$ cat config.mk
export PLATFORM = sky130hd
export DESIGN_NAME = key_conditioner_flat
export DESIGN_NICKNAME = d
export VERILOG_FILES = /design/src/rtl/key_conditioner_if.sv /design/src/rtl/key_conditioner.sv /design/src/flat_wrapper.sv
export SDC_FILE = /design/constraint.sdc
export NUM_CORES = 1
export LEC_CHECK = 0
export ABC_AREA = 1
export CAP_MARGIN = 10
export CORE_MARGIN = 2
export CORE_UTILIZATION = 45
export DETAILED_ROUTE_END_ITERATION = 16
export REMOVE_ABC_BUFFERS = 1
export SYNTH_ARGS = -nofsm -noshare
export SYNTH_HDL_FRONTEND = slang
export SYNTH_SLANG_ARGS = --single-unit
$ cat constraint.sdc
create_clock -name clock -period 2.87 [get_ports clock]
set_clock_uncertainty 0.1 [all_clocks]
set_input_delay 0.287 -clock clock [delete_from_list [all_inputs] [get_ports clock]]
set_output_delay 0.287 -clock clock [all_outputs]
set_load 0.02 [all_outputs]
$ cat src/rtl/key_conditioner_if.sv
// Key bus between the raw push-buttons and the conditioned control strobes.
// slave: the conditioner itself; master: the board / game side.
interface key_conditioner_if;
  logic [3:0] key_raw;
  logic [3:0] key_n;
  logic [3:0] held;
  logic [3:0] press_pulse;
  logic [1:0] step_pulse;

  modport master (
    output key_raw,
    input  key_n,
    input  held,
    input  press_pulse,
    input  step_pulse
  );

  modport slave (
    input  key_raw,
    output key_n,
    output held,
    output press_pulse,
    output step_pulse
  );
endinterface

$ cat src/rtl/key_conditioner.sv
// Push-button front end: 2-flop sync, debounce, press strobes, hold-to-repeat on right/down.
// Define KEY_AUTO_REPEAT_EN to build the repeat FSMs; otherwise step_pulse = press_pulse[3:2].
module key_conditioner #(
  parameter int unsigned DEBOUNCE_CYCLES = 1000000,
  parameter int unsigned REPEAT_DELAY    = 25000000,
  parameter int unsigned REPEAT_RATE     = 5000000
) (
  input  logic             clock,
  input  logic             reset,
  key_conditioner_if.slave kif
);

  localparam int unsigned CW = $clog2(DEBOUNCE_CYCLES);
  localparam logic [CW-1:0] DB_LAST = CW'(DEBOUNCE_CYCLES - 1);

  if (DEBOUNCE_CYCLES < 2) begin : g_bad_debounce
    $error("key_conditioner: DEBOUNCE_CYCLES must be >= 2");
  end
  if (REPEAT_RATE < 2 || REPEAT_DELAY < 1) begin : g_bad_repeat
    $error("key_conditioner: REPEAT_RATE must be >= 2 and REPEAT_DELAY >= 1");
  end

  logic [3:0]    s0_q, s1_q;
  logic [3:0]    st_q, st_d;
  logic [3:0]    press_q, press_d;
  logic [CW-1:0] cnt_q [4];
  logic [CW-1:0] cnt_d [4];
  logic [1:0]    step_q, step_d;
  logic [1:0]    rep_fire;

  always_comb begin
    st_d    = st_q;
    press_d = '0;
    for (int unsigned i = 0; i < 4; i++) begin
      cnt_d[i] = '0;
      if (s1_q[i] == st_q[i]) begin
        cnt_d[i] = '0;
      end else if (cnt_q[i] == DB_LAST) begin
        st_d[i]    = s1_q[i];
        // st differs from s1 here, so st=1 means this acceptance is a press
        press_d[i] = st_q[i];
        cnt_d[i]   = '0;
      end else begin
        cnt_d[i] = cnt_q[i] + CW'(1);
      end
    end
  end

  always_ff @(posedge clock or posedge reset) begin
    if (reset) begin
      s0_q    <= '1;
      s1_q    <= '1;
      st_q    <= '1;
      press_q <= '0;
      step_q  <= '0;
      for (int unsigned i = 0; i < 4; i++) begin
        cnt_q[i] <= '0;
      end
    end else begin
      s0_q    <= kif.key_raw;
      s1_q    <= s0_q;
      st_q    <= st_d;
      press_q <= press_d;
      step_q  <= step_d;
      for (int unsigned i = 0; i < 4; i++) begin
        cnt_q[i] <= cnt_d[i];
      end
    end
  end

`ifdef KEY_AUTO_REPEAT_EN
  localparam int unsigned RMAX = (REPEAT_DELAY > REPEAT_RATE) ? REPEAT_DELAY : REPEAT_RATE;
  localparam int unsigned RCW  = $clog2(RMAX);
  localparam logic [RCW-1:0] RD_LAST = RCW'(REPEAT_DELAY - 1);
  localparam logic [RCW-1:0] RR_LAST = RCW'(REPEAT_RATE - 1);

  typedef enum logic [1:0] {
    R_IDLE,
    R_DELAY,
    R_REPEAT
  } rstate_e;

  rstate_e        rs_q [2];
  rstate_e        rs_d [2];
  logic [RCW-1:0] rc_q [2];
  logic [RCW-1:0] rc_d [2];

  // Release is seen through the registered stable level, so a strobe can
  // never land on the same edge as the press strobe of the same key.
  always_comb begin
    rep_fire = '0;
    for (int unsigned k = 0; k < 2; k++) begin
      rs_d[k] = rs_q[k];
      rc_d[k] = rc_q[k];
      case (rs_q[k])
        R_IDLE: begin
          if (press_d[k+2]) begin
            rs_d[k] = R_DELAY;
            rc_d[k] = '0;
          end
        end
        R_DELAY: begin
          if (st_q[k+2]) begin
            rs_d[k] = R_IDLE;
            rc_d[k] = '0;
          end else if (rc_q[k] == RD_LAST) begin
            rep_fire[k] = 1'b1;
            rs_d[k]     = R_REPEAT;
            rc_d[k]     = '0;
          end else begin
            rc_d[k] = rc_q[k] + RCW'(1);
          end
        end
        R_REPEAT: begin
          if (st_q[k+2]) begin
            rs_d[k] = R_IDLE;
            rc_d[k] = '0;
          end else if (rc_q[k] == RR_LAST) begin
            rep_fire[k] = 1'b1;
            rc_d[k]     = '0;
          end else begin
            rc_d[k] = rc_q[k] + RCW'(1);
          end
        end
        default: begin
          rs_d[k] = R_IDLE;
          rc_d[k] = '0;
        end
      endcase
    end
  end

  always_ff @(posedge clock or posedge reset) begin
    if (reset) begin
      for (int unsigned k = 0; k < 2; k++) begin
        rs_q[k] <= R_IDLE;
        rc_q[k] <= '0;
      end
    end else begin
      for (int unsigned k = 0; k < 2; k++) begin
        rs_q[k] <= rs_d[k];
        rc_q[k] <= rc_d[k];
      end
    end
  end
`else
  assign rep_fire = '0;
`endif

  assign step_d = press_d[3:2] | rep_fire;

  assign kif.key_n       = st_q;
  assign kif.held        = ~st_q;
  assign kif.press_pulse = press_q;
  assign kif.step_pulse  = step_q;

endmodule

$ cat src/flat_wrapper.sv
// flat-port wrapper written by rule: the top's interface ports become plain ports
module key_conditioner_flat 
#(
  parameter int unsigned DEBOUNCE_CYCLES = 1000000,
  parameter int unsigned REPEAT_DELAY    = 25000000,
  parameter int unsigned REPEAT_RATE     = 5000000
)
  (clock, reset, kif_key_raw, kif_key_n, kif_held, kif_press_pulse, kif_step_pulse);
  key_conditioner_if kif_i ();
  input  logic clock;
  input  logic reset;
  input wire logic [$bits(kif_i.key_raw)-1:0] kif_key_raw;
  output wire logic [$bits(kif_i.key_n)-1:0] kif_key_n;
  output wire logic [$bits(kif_i.held)-1:0] kif_held;
  output wire logic [$bits(kif_i.press_pulse)-1:0] kif_press_pulse;
  output wire logic [$bits(kif_i.step_pulse)-1:0] kif_step_pulse;
  assign kif_i.key_raw = kif_key_raw;
  assign kif_key_n = kif_i.key_n;
  assign kif_held = kif_i.held;
  assign kif_press_pulse = kif_i.press_pulse;
  assign kif_step_pulse = kif_i.step_pulse;
  key_conditioner #(.DEBOUNCE_CYCLES(DEBOUNCE_CYCLES), .REPEAT_DELAY(REPEAT_DELAY), .REPEAT_RATE(REPEAT_RATE)) u_core (.clock(clock), .reset(reset), .kif(kif_i));
endmodule
After elaboration in Yosys (flattened, before gate mapping)
Cells that the tools add are included.
{"block": "totals", "ff_bits": 98, "inputBits": 6}
{"block": "op_classes", "muxes": 16, "n_reduce_logical": 4, "eq_ne": 8, "add_sub_neg": 4, "n_bitwise": 5}
{"cell": "2-to-1 mux 20 bit", "count": 8}
{"cell": "adder 20 x 1 -> 20 bit (second input constant)", "count": 4}
{"cell": "== test 20 bit (second input constant)", "count": 4}
{"cell": "2-to-1 mux 1 bit", "count": 8}
{"cell": "AND reduction 2 bit", "count": 4}
{"cell": "== test 1 bit", "count": 4}
{"cell": "NOT 1 bit", "count": 4}
{"cell": "NOT 4 bit", "count": 1}

Logic depth before layout (Yosys ltp)
{"block": "depth", "ltp_word": 3, "depth_mapped": 9, "mapped_depth_nobuf": 9}

Worst setup path after synthesis
No wires, ideal clock.
{"block": "synth_timing", "path_type": "register to register", "start": "reg u_core.st_q[2], in the netlist u_core.kif.key_n[2]", "end": "reg u_core.cnt_q[33] in the netlist's numbering", "t_arrival_ns": 1.269, "path_stages_with_launch": 4, "setup_slack_ns": 1.421, "required_ns": 2.690, "setup_ns": 0.080, "path_cell_list": "dfstp_2 xor2_1 inv_2 nor3_2"}
{"element": "start, declared", "line": "key_conditioner.sv:24", "source": "logic [3:0] st_q, st_d;"}
{"element": "start signal, assigned", "line": "key_conditioner.sv:62", "source": "st_q <= st_d;"}
{"element": "end signal, assigned by index", "line": "key_conditioner.sv:66", "source": "cnt_q[i] <= cnt_d[i];"}
{"element": "end, declared", "line": "key_conditioner.sv:26", "source": "logic [CW-1:0] cnt_q [4];"}

Worst setup path after layout
{"block": "layout_timing", "start": "reg u_core.st_q[0], in the netlist u_core.kif.key_n[0]", "end": "out kif_key_n[0]"}
{"element": "end, declared", "line": "flat_wrapper.sv:13", "source": "output wire logic [$bits(kif_i.key_n)-1:0] kif_key_n;"}
No word-level cell between the ends.

==> run summary <==
The flow ran to the end, and the final reports show no timing, DRC or antenna violations. The hold violation total from the final report was 0. Together, buffers and inverters on the worst path number 1.

The worst hold slack after final layout is around 160 ps. The number of max-slew violations in the final report is 0. The first detailed-routing pass ran for 4 iterations. The initial antenna violation count is 0. Buffers added to address setup during post-CTS repair amount to 0. After the last flow step, the layout net total stands at slightly below 700.

The number of global-route vias before repair is 4026. The count of cells along the worst register-to-register path is 6. Of the synthesized area, sequential elements account for 47.1%.

The static leakage power is ~0.0024 uW. The die extent in x is 111 microns. The worst slew margin relative to its limit is 63.7%. The area growth from synthesis to layout came out at 13.6%. The most used flip-flop cell after synthesis is sky130_fd_sc_hd__dfrtp_1. The proportion of synthesized flip-flops having asynchronous set or reset came out at 100%. Entering global routing, the biggest net connects 49 pins. The worst setup path is captured at a primary output. After synthesis the cells add up to 5130 sq um. The quantity of hold-fixing buffers added after cts is 0. The number of clock sinks seen by CTS is 96.

The total via count after detailed routing came out at 4121. The final critical path time including I/O delays and setup is 1900 ps. The area share of the largest cell type after synthesis came out at between 40% and 50%. The slew at the pin closest to its max-slew limit came out at 542 ps.

Power spread over the standard cell area amounts to about 480 nW/um^2. The worst endpoint data arrival time came out at between 1500 and 2000 ps. TritonCTS built the clock tree. The clock transition at the registers of the reported paths came out at approximately 70 ps.

The routed length per instance is roughly 13 microns. In this run the number of H-tree levels came out at 3. The count of yosys warnings during synthesis came out at 0.

In the post-synthesis netlist, the cell with the most instances is sky130_fd_sc_hd__nor2_1. The worst hold path belongs to the class in -> async. The average instance area after synthesis is 7.83 sq um. The top fanout value on the critical path is 3. Yosys attributes the largest share of cell area to sky130_fd_sc_hd__dfrtp_1 (41%), sky130_fd_sc_hd__nor2_1 (13%), sky130_fd_sc_hd__nand2_1 (8.8%).

The first-pass GRT wire length is ~19000 microns. The maximum VDD drop came out at ~0.00049 V. For this run the aggregate overflow at the end of global routing stands at 0. The maximum root-to-sink buffer count is 2. The delay of the slowest critical-path stage came out at slightly above 600 ps.

Setup repair after global routing left no endpoint under its margin. In this run, synthesis produced a sequential element count of between 90 and 100. For this block, the initial DRC count from the detailed router was 194. In this run the clock root is driven by a sky130_fd_sc_hd__clkbuf_16. The site row count came out at 38. The final total negative setup slack came out at 0 ps. After synthesis, the most frequently instantiated cells are sky130_fd_sc_hd__nor2_1 (173), sky130_fd_sc_hd__nand2_1 (120), sky130_fd_sc_hd__dfrtp_1 (84), sky130_fd_sc_hd__nand3_1 (69), sky130_fd_sc_hd__inv_1 (60). The routed wire length is roughly 11000 microns.

In this run the standard cell core region covers ~11000 sq um. The initial cell density of the core is a little under half. The total of endpoints with negative setup slack in the final report came out at 0. The post-route DRC violation count is 0. The clock insertion delay at the later pin of the skew report came out at 340 ps. The count of unique library cells instantiated by Yosys is 28.

The global placer's final weighted congestion is 0.886. The cell type contributing the most total cell area after synthesis is sky130_fd_sc_hd__dfrtp_1. The post-layout instance area came out at approximately 5800 sq um. Port buffering added 19 buffers. The sum of net half-perimeters after detailed placement is 7830 microns. The number of fill cells came out at ~1000. The max-cap violation count is 0. The number of gates given a new drive strength after cts came out at 0. The portion of the clock cycle consumed by the worst path in the final layout is 66.2%.

The count of flip-flops with a built-in enable after synthesis came out at 0. The critical setup path kind is reg -> out. The gate family responsible for the most delay along the worst path is buffers and inverters. The proportion of layout cells with a drive suffix above 1 is between 10% and 20%. The number of inserted diodes came out at 0. In the routed layout, each cell is associated on average with a via count of just under 5. The count of pins on the block boundary is 20. STA classifies the critical path startpoint as a register. Across every metal layer, demand over resource in global routing totals a little under a fifth.

The post-detailed-route count of antenna-violating nets came out at 0. The placed instance area came out at 5500 sq um. The height of the chip came out at around 110 microns. The number of cells produced by synthesis came out at between 600 and 700.

The maximum clock rate came out at between 500 and 600 MHz. The required time at the worst-slack endpoint is roughly 2500 ps. The signal on the critical path passes through clkdlybuf4s50_1. The die footprint came out at around 12000 sq um. In this run the number of cells on the critical path is 1. The slowest cell on the critical path is sky130_fd_sc_hd__clkdlybuf4s50_1.

The number of buffers created by CTS came out at 9.
-- path summary, 6_finish.rpt --
path                                           from                         to  slack, ps
worst max-delay path            u_core.kif.key_n[0]               kif_key_n[0]        970
max in group asynchronous                     reset           u_core.cnt_q[39]       1880
worst min register to register       u_core.s0_q[1]             u_core.s1_q[1]        260
min in group clock                   kif_key_raw[1]             u_core.s0_q[1]        240
worst min-delay path                          reset  u_core.kif.press_pulse[1]        160
worst max register to register      u_core.cnt_q[0]           u_core.cnt_q[18]       1270
-- metrics by stage --
step                      utilization, %  total power, uW  worst slack (ps)  cells
after floorplan                        -             1480             -2.51    652
after global placement              50.1             1510              1300    813
after detailed placement            50.1             1520              1250    813
after CTS                           53.0             2820               946    829
after global routing                53.0             2900               907    829
final                               53.0             2780               970    829
-- layout by cell type, fill, tap and decap left out, drive strengths merged, types with 14 or more instances in the layout --
cell           Yosys  layout
clkdlybuf4s50      0      19
dfrtp             84      84
inv               64      65
nand2            128     128
nand3             77      77
nand4             14      14
nor2             186     186
nor3              17      17
xnor2             16      16
xor2              25      25
-- layer usage --
layer  track usage, %  wire [microns]  up-vias
met2             30.3            4940       83
li1                 -               -     2127
met4             5.33             111        0
met1             25.2            5200     1901
met5                0               0        -
met3             4.48             437       10
-- report_power, final --
part | leakage (uW) | internal, uW | switching [uW]
Sequential | 0.00129 | 1380 | 14.9
Combinational | 0.000958 | 29.7 | 64.5
Clock | 0.000156 | 765 | 527
-- cell families (layout without fill, tap and decap cells) --
group,count (synthesis),after routing,share of synthesized area (%)
and+or+nand+nor,428,428,37.6
xor gates and xnor gates,41,41,7.15
buffers and inverters,67,101,5.07
adders and majority gates,4,4,0.976
AOI/OAI and AO/OA,19,19,2.10
DFF,96,96,47.1
-- flip-flops by register name, indices dropped and copies added, names as in the netlist --
| name | count |
|---|---|
| u_core.cnt_q | 80 |
| u_core.kif.key_n | 4 |
| u_core.kif.press_pulse | 4 |
| u_core.s0_q | 4 |
| u_core.s1_q | 4 |
-- area by class of cell --
cell class | instances | area [sq um] | area share, %
clock inverter | 7 | 95.1 | 1.63
sequential | 96 | 2420 | 41.5
inverter | 64 | 243 | 4.17
timing repair buffer | 21 | 218 | 3.74
clock buffer | 9 | 225 | 3.87
tap | 140 | 175 | 3.01
multi-input combinational | 492 | 2450 | 42.1
Power figures use the tool's default switching activity.
